### src/rtl/dac_seq_pkg.sv
`default_nettype none
// ============================================================================
//  Module   : dac_seq_pkg
//  Brief    : Shared constants and state encoding for the DAC sample sequencer
//  Revision : 1.0  initial release
// ============================================================================
package dac_seq_pkg;

    // Code width of the segmented-capacitor DAC macro
    localparam int DAC_BITS  = 10;

    // Number of cycles the macro RST pin is held high
    localparam int RESET_CYC = 2;

    // Sequencer state encoding
    typedef logic [1:0] dac_state_t;

    localparam logic [1:0] IDLE   = 2'd0;
    localparam logic [1:0] RESET  = 2'd1;
    localparam logic [1:0] WARMUP = 2'd2;
    localparam logic [1:0] RUN    = 2'd3;

    // Larger of two integers, used to size shared counters
    function automatic int max2(input int a, input int b);
        return (a > b) ? a : b;
    endfunction

endpackage : dac_seq_pkg
`default_nettype wire

### src/rtl/dac_seq_fifo.sv
`default_nettype none
// ============================================================================
//  Module   : dac_seq_fifo
//  Brief    : Synchronous FIFO with push, pop, flush, occupancy and flags.
//             Flush overrides a same-cycle push and pop. The level counter is
//             one bit wider than the pointers so full and empty are distinct.
//  Revision : 1.0  initial release
// ============================================================================
module dac_seq_fifo
    import dac_seq_pkg::*;
#(
    parameter int DEPTH = 16,
    parameter int WIDTH = DAC_BITS
) (
    input  logic                       clk,
    input  logic                       rst_n,
    input  logic                       i_push,
    input  logic                       i_pop,
    input  logic                       i_flush,
    input  logic [WIDTH-1:0]           i_wdata,
    output logic [WIDTH-1:0]           o_rdata,
    output logic [$clog2(DEPTH):0]     o_level,
    output logic                       o_full,
    output logic                       o_empty
);

    localparam int AW = $clog2(DEPTH);
    localparam int LW = AW + 1;

    logic [WIDTH-1:0] r_mem [DEPTH];
    logic [AW-1:0]    r_wptr;
    logic [AW-1:0]    r_rptr;
    logic [LW-1:0]    r_level;
    logic             w_push;
    logic             w_pop;

    // Qualified operations: a flush cancels both, full/empty guard the rest
    assign w_push = i_push && !i_flush && !o_full;
    assign w_pop  = i_pop  && !i_flush && !o_empty;

    // Storage write; contents need no reset because the level gates reads
    always_ff @(posedge clk) begin
        if (w_push) begin
            r_mem[r_wptr] <= i_wdata;
        end
    end

    // Pointers and occupancy; pointers wrap naturally modulo DEPTH
    always_ff @(posedge clk or negedge rst_n) begin
        if (!rst_n) begin
            r_wptr  <= '0;
            r_rptr  <= '0;
            r_level <= '0;
        end else if (i_flush) begin
            r_wptr  <= '0;
            r_rptr  <= '0;
            r_level <= '0;
        end else begin
            if (w_push) begin
                r_wptr <= r_wptr + AW'(1);
            end
            if (w_pop) begin
                r_rptr <= r_rptr + AW'(1);
            end
            case ({w_push, w_pop})
                2'b10:   r_level <= r_level + LW'(1);
                2'b01:   r_level <= r_level - LW'(1);
                default: r_level <= r_level;
            endcase
        end
    end

    assign o_rdata = r_mem[r_rptr];
    assign o_level = r_level;
    assign o_full  = (r_level == LW'(DEPTH));
    assign o_empty = (r_level == '0);

endmodule : dac_seq_fifo
`default_nettype wire

### src/rtl/dac_sample_sequencer.sv
`default_nettype none
// ============================================================================
//  Module   : dac_sample_sequencer
//  Brief    : Drives EN/RST/SELD of the 10-bit segmented-capacitor DAC macro.
//             Runs a reset and warm-up sequence, then releases buffered codes
//             at a programmable sample rate. All macro pins are registered.
//  Revision : 1.0  initial release
// ============================================================================
module dac_sample_sequencer
    import dac_seq_pkg::*;
#(
    parameter int FIFO_DEPTH = 16,
    parameter int PRESC_W    = 16,
    parameter int WARMUP_CYC = 32
) (
    input  logic                          clk,
    input  logic                          rst_n,
    input  logic                          enable,
    input  logic [PRESC_W-1:0]            clk_div,
    input  logic [DAC_BITS-1:0]           wdata,
    input  logic                          wvalid,
    output logic                          wready,
    input  logic                          flush,
    input  logic                          underflow_clr,
    output logic                          dac_en,
    output logic                          dac_rst,
    output logic [DAC_BITS-1:0]           dac_sel,
    output logic [$clog2(FIFO_DEPTH):0]   fifo_level,
    output logic                          underflow,
    output logic                          busy
);

    localparam int CNT_W = $clog2(max2(WARMUP_CYC, RESET_CYC) + 1);
    localparam logic [CNT_W-1:0] C_RST_LAST  = CNT_W'(RESET_CYC - 1);
    localparam logic [CNT_W-1:0] C_WARM_LAST = CNT_W'(WARMUP_CYC - 1);

    dac_state_t           r_state;
    dac_state_t           w_state_nxt;
    logic [CNT_W-1:0]     r_cnt;
    logic [PRESC_W-1:0]   r_presc;
    logic [PRESC_W-1:0]   r_period;
    logic                 w_tick;
    logic                 w_push;
    logic                 w_pop;
    logic [DAC_BITS-1:0]  w_fifo_rdata;
    logic                 w_fifo_full;
    logic                 w_fifo_empty;
    logic                 r_dac_en;
    logic                 r_dac_rst;
    logic [DAC_BITS-1:0]  r_dac_sel;
    logic                 r_underflow;
    logic                 r_busy;

    // Sample buffer between the bus writer and the macro
    dac_seq_fifo #(
        .DEPTH (FIFO_DEPTH),
        .WIDTH (DAC_BITS)
    ) u_fifo (
        .clk     (clk),
        .rst_n   (rst_n),
        .i_push  (w_push),
        .i_pop   (w_pop),
        .i_flush (flush),
        .i_wdata (wdata),
        .o_rdata (w_fifo_rdata),
        .o_level (fifo_level),
        .o_full  (w_fifo_full),
        .o_empty (w_fifo_empty)
    );

    // A sample tick only fires while RUN is sustained; a cycle with enable low
    // is already leaving for IDLE and must not consume a code.
    assign w_tick = (r_state == RUN) && enable && (r_presc == r_period);
    assign w_push = wvalid && !w_fifo_full;
    assign w_pop  = w_tick && !w_fifo_empty && !flush;
    assign wready = !w_fifo_full;

    // Next-state decode; enable low always returns to IDLE
    always_comb begin
        w_state_nxt = r_state;
        if (!enable) begin
            w_state_nxt = IDLE;
        end else begin
            case (r_state)
                IDLE:    w_state_nxt = RESET;
                RESET:   if (r_cnt == C_RST_LAST)  w_state_nxt = WARMUP;
                WARMUP:  if (r_cnt == C_WARM_LAST) w_state_nxt = RUN;
                RUN:     w_state_nxt = RUN;
                default: w_state_nxt = IDLE;
            endcase
        end
    end

    // State register and per-state cycle counter, cleared on every state change
    always_ff @(posedge clk or negedge rst_n) begin
        if (!rst_n) begin
            r_state <= IDLE;
            r_cnt   <= '0;
        end else begin
            r_state <= w_state_nxt;
            if ((w_state_nxt != r_state) || (w_state_nxt == IDLE)) begin
                r_cnt <= '0;
            end else if (r_state != RUN) begin
                r_cnt <= r_cnt + CNT_W'(1);
            end
        end
    end

    // Prescaler; the period is latched only on reload so a live clk_div
    // change never truncates the running count.
    always_ff @(posedge clk or negedge rst_n) begin
        if (!rst_n) begin
            r_presc  <= '0;
            r_period <= '0;
        end else if ((r_state != RUN) || w_tick) begin
            r_presc  <= '0;
            r_period <= clk_div;
        end else begin
            r_presc  <= r_presc + PRESC_W'(1);
        end
    end

    // Macro pin registers, decoded from the state being entered
    always_ff @(posedge clk or negedge rst_n) begin
        if (!rst_n) begin
            r_dac_en  <= 1'b0;
            r_dac_rst <= 1'b0;
            r_dac_sel <= '0;
            r_busy    <= 1'b0;
        end else begin
            r_dac_rst <= (w_state_nxt == RESET);
            r_dac_en  <= (w_state_nxt == WARMUP) || (w_state_nxt == RUN);
            r_busy    <= (w_state_nxt != IDLE);
            if (w_state_nxt == IDLE) begin
                r_dac_sel <= '0;
            end else if (w_pop) begin
                r_dac_sel <= w_fifo_rdata;
            end
        end
    end

    // Sticky underflow; a flush makes a same-cycle tick see an empty FIFO
    always_ff @(posedge clk or negedge rst_n) begin
        if (!rst_n) begin
            r_underflow <= 1'b0;
        end else if (w_tick && (w_fifo_empty || flush)) begin
            r_underflow <= 1'b1;
        end else if (underflow_clr) begin
            r_underflow <= 1'b0;
        end
    end

    assign dac_en    = r_dac_en;
    assign dac_rst   = r_dac_rst;
    assign dac_sel   = r_dac_sel;
    assign underflow = r_underflow;
    assign busy      = r_busy;

endmodule : dac_sample_sequencer
`default_nettype wire

### config.mk
export PLATFORM = sky130hd
export DESIGN_NAME = dac_sample_sequencer
export DESIGN_NICKNAME = d
export VERILOG_FILES = /design/src/rtl/dac_seq_pkg.sv /design/src/rtl/dac_seq_fifo.sv /design/src/rtl/dac_sample_sequencer.sv
export SDC_FILE = /design/constraint.sdc
export NUM_CORES = 1
export LEC_CHECK = 0
export BUFFER_PORTS_ARGS = -buffer_cell sky130_fd_sc_hd__buf_2
export CAP_MARGIN = 20
export CORE_ASPECT_RATIO = 0.8
export CORE_MARGIN = 1
export CORE_UTILIZATION = 60
export CTS_BUF_LIST = sky130_fd_sc_hd__clkbuf_8
export CTS_CLUSTER_DIAMETER = 150
export DETAILED_ROUTE_END_ITERATION = 16
export PLACE_DENSITY_LB_ADDON = 0.15
export SYNTH_ARGS = -nofsm -noshare
export SYNTH_HDL_FRONTEND = slang
export SYNTH_SLANG_ARGS = --single-unit
export TNS_END_PERCENT = 5
### constraint.sdc
create_clock -name clk -period 3.8 [get_ports clk]
set_input_delay 0 -clock clk [delete_from_list [all_inputs] [get_ports clk]]
set_output_delay 0 -clock clk [all_outputs]
set_load 0.005 [all_outputs]
==> metrics.yaml <==
core_sq_mm: 0.0153
post-route-period-util_pct: 94.0
path_buf_inv: 1
crit_family: "simple AND/OR/NAND/NOR gates"
h-tree-depth: 2
postCtsSetupRepairBufs: 0
critical_path_arrival_ns: 4.02
cts_resized: 0
grt_util_met1_pct: 39.1
power.density_mw_per_mm2: 426
area_delta_synth_final_pct: 15.4
crit_required_ns: 4.25
grt_max_degree: 39
grt_pass1_wl_um: 31300
first_global_vias: 5833
synth_ff_type: "edfxtp_1"
insertedDiodeCount: 0
slowest_delay_ns: 0.61
synth.top_cell.area_share_pct: 50.0
use_met2_pct: 38.9
synth.avg_cell_area_sq_um: 15.4
cts-buffers-inserted: 35
finalPower_uw: 4720
clock_skew_ns: 0.0266
maxCapViolations: 0
place_congestion: 0.861
yosysMostFrequentCell: "edfxtp_1"
timing.critical_path.to_type: "register"
grt.busiest_layer: "met1"
ios: 52
routed_wl_um: 20300
cts.reportedPaths.clkPinSlew_ns: 0.06
crit_type: "reg -> reg"
cts_tree: "done"
max_slew_margin_pct: 31.1
grt-ovfl-total: 0
yosys-top-cells-area: "edfxtp_1, dfrtp_1, mux2i_1"
rr_endpoint: "u_fifo.o_level[4]$_DFFE_PN0P_"
r2r_cells: 13
fp-row-count: 40
wl_per_cell_um: 20.9
synth_seq_cells: 227
hold_path.class: "in -> async"
ir_worst_vdd_mv: 0.268
vias: 5681
finalHoldViolations: 0
track_usage_pct: 26.1
cp-startpoint: "r_presc[12]$_DFF_PN0_"
ctsHoldBuffers: 31
p_leak_uw: 0.00405
antenna_found_initial: 0
synthTopCellsByCount: "edfxtp_1, dfrtp_1, mux2i_1, nor2_1, nand2_1"
syn-num-nets: 667
dr.first_iter.drc_count: 605
layout.nets: 782
syn_area_sq_mm: 0.00960
place_area_sq_mm: 0.0102
fp.dieH_um: 115
clockBufferDepth: 3
seqCellArea_sq_mm: 0.00648
synth-edff-count: 160
synth_top_area_cell: "edfxtp_1"
dr.pass1.iters: 5
dp_hpwl_um: 13000
synth_cells: 623
ys_seq_area_share_pct: 67.5
root_buffer: "clkbuf_8"
finalSetupViolCount: 0
yosys.cell_types.count: 49
fill_cells: 1001
dieArea_sq_mm: 0.0165
start_kind: "register"
start_util_pct: 62.7
cp.depth: 13
synthArstFlopShare_pct: 29.5
portBuffers: 51
ys_warn_count: 0
crit_end: "u_fifo.o_level[4]$_DFFE_PN0P_"
multiInputGateArea_sq_mm: 0.00293
grt_setup_unrepaired: "no"
status: "complete, no violations"
min_period_ns: 3.57
final_antenna_net_count: 0
fin_tns_setup_ns: 0
r2r_start: "r_presc[12]$_DFF_PN0_"
drive_above_1_share_pct: 20.9
crit_path_max_fanout: 5
critPathSlowestCell: "or4b_2"
stdcell_area_sq_mm: 0.0111
ff2ff_setup_slack_ns: 0.23
slew_violations: 0
vias_per_cell: 5.83
fp.dieW_um: 143
cts.sinks: 227
tightest_slew_ns: 1.03
cp_cell_sequence: "xor2_1, nor4_2, nand4_2, nor4_1, nand2_1, inv_1, ha_1, nor2b_1, o21ai_0, or4b_2, a21oi_1, a31oi_1, nand3_1"
grt_use_met3_pct: 5.12
drc_errors: 0
clk_latency_ns: 0.51
fmax_ghz: 0.280
-- per-layer routing --
metal,routed length (um),up-vias
met5,0,-
met4,376,0
met3,1330,31
met2,9340,203
met1,9260,2856
li1,-,2591
-- report_power, final --
group          total, uW  switching [uW]  leakage, uW  internal (uW)
Combinational        215             124      0.00135           90.7
Sequential          2720            26.1      0.00233           2690
Clock               1790             885     0.000372            901
Total               4720            1040      0.00405           3680
-- state kept, by name, summed over array words and instances (netlist names) --
signal / count
u_fifo.r_mem: 160
r_period: 16
r_presc: 16
dac_sel: 10
r_cnt: 6
u_fifo.o_level: 5
u_fifo.r_rptr: 4
u_fifo.r_wptr: 4
r_state: 2
busy: 1
dac_en: 1
dac_rst: 1
underflow: 1
-- cell families after synthesis --
family | synth area share, %
adders and majority gates | 1.64
AOI/OAI and AO/OA | 4.47
DFF | 67.5
xor gates and xnor gates | 3.74
muxes | 12.3
and+or+nand+nor | 8.34
buffers and inverters | 1.98
-- cell usage in the layout, fill, tap and decap left out, types with 21 or more instances in the layout --
master | synthesis | layout
edfxtp_1 | 160 | 160
dfrtp_1 | 67 | 66
mux2i_1 | 52 | 52
nor2_1 | 51 | 51
buf_2 | 8 | 51
clkbuf_8 | 0 | 37
nand2_1 | 33 | 33
dlygate4sd3_1 | 0 | 31
inv_1 | 11 | 28
xor2_1 | 28 | 28
buf_4 | 3 | 21
-- worst register-to-register path: cells and delay by family (launching register included) --
family | cells | cell delay [ns]
xor gates and xnor gates | 1 | 0.20
and+or+nand+nor | 7 | 2.10
adders and majority gates | 1 | 0.26
buffers and inverters | 1 | 0.14
AOI/OAI and AO/OA | 3 | 0.37
DFF | 1 | 0.44
-- worst min-delay path by stage --
stage,slack [ns],startpoint,to
2_1_floorplan,-0.30,rst_n,busy$_DFF_PN0_
3_3_place_gp,0.14,rst_n,r_cnt[2]$_DFFE_PN0P_
3_5_place_dp,0.15,rst_n,r_cnt[0]$_DFFE_PN0P_
4_1_cts,0.14,rst_n,r_presc[11]$_DFF_PN0_
5_1_grt,0.20,rst_n,r_cnt[0]$_DFFE_PN0P_
6_report,0.15,rst_n,r_cnt[0]$_DFFE_PN0P_
-- stage by stage --
stage / utilization [%] / setup WS, ns / hold WS [ns] / cells
2_1_floorplan: - / 0.774 / -0.296 / 623
3_3_place_gp: 66.3 / 0.454 / 0.139 / 880
3_5_place_dp: 66.3 / 0.279 / 0.153 / 880
4_1_cts: 72.4 / 0.281 / 0.145 / 974
5_1_grt: 72.4 / 0.00114 / 0.200 / 974
6_report: 72.4 / 0.227 / 0.146 / 974
-- cell type report --
| cell class | instances | area share, % |
|---|---|---|
| multi-input cells | 358 | 26.5 |
| repair buffers | 104 | 6.71 |
| clock buffers | 37 | 4.59 |
| flip-flops and latches | 227 | 58.5 |
| well taps | 210 | 2.37 |
| inverters | 12 | 0.406 |
| clock inverters | 26 | 0.960 |
Note: power is estimated with default switching activity, not from simulation.
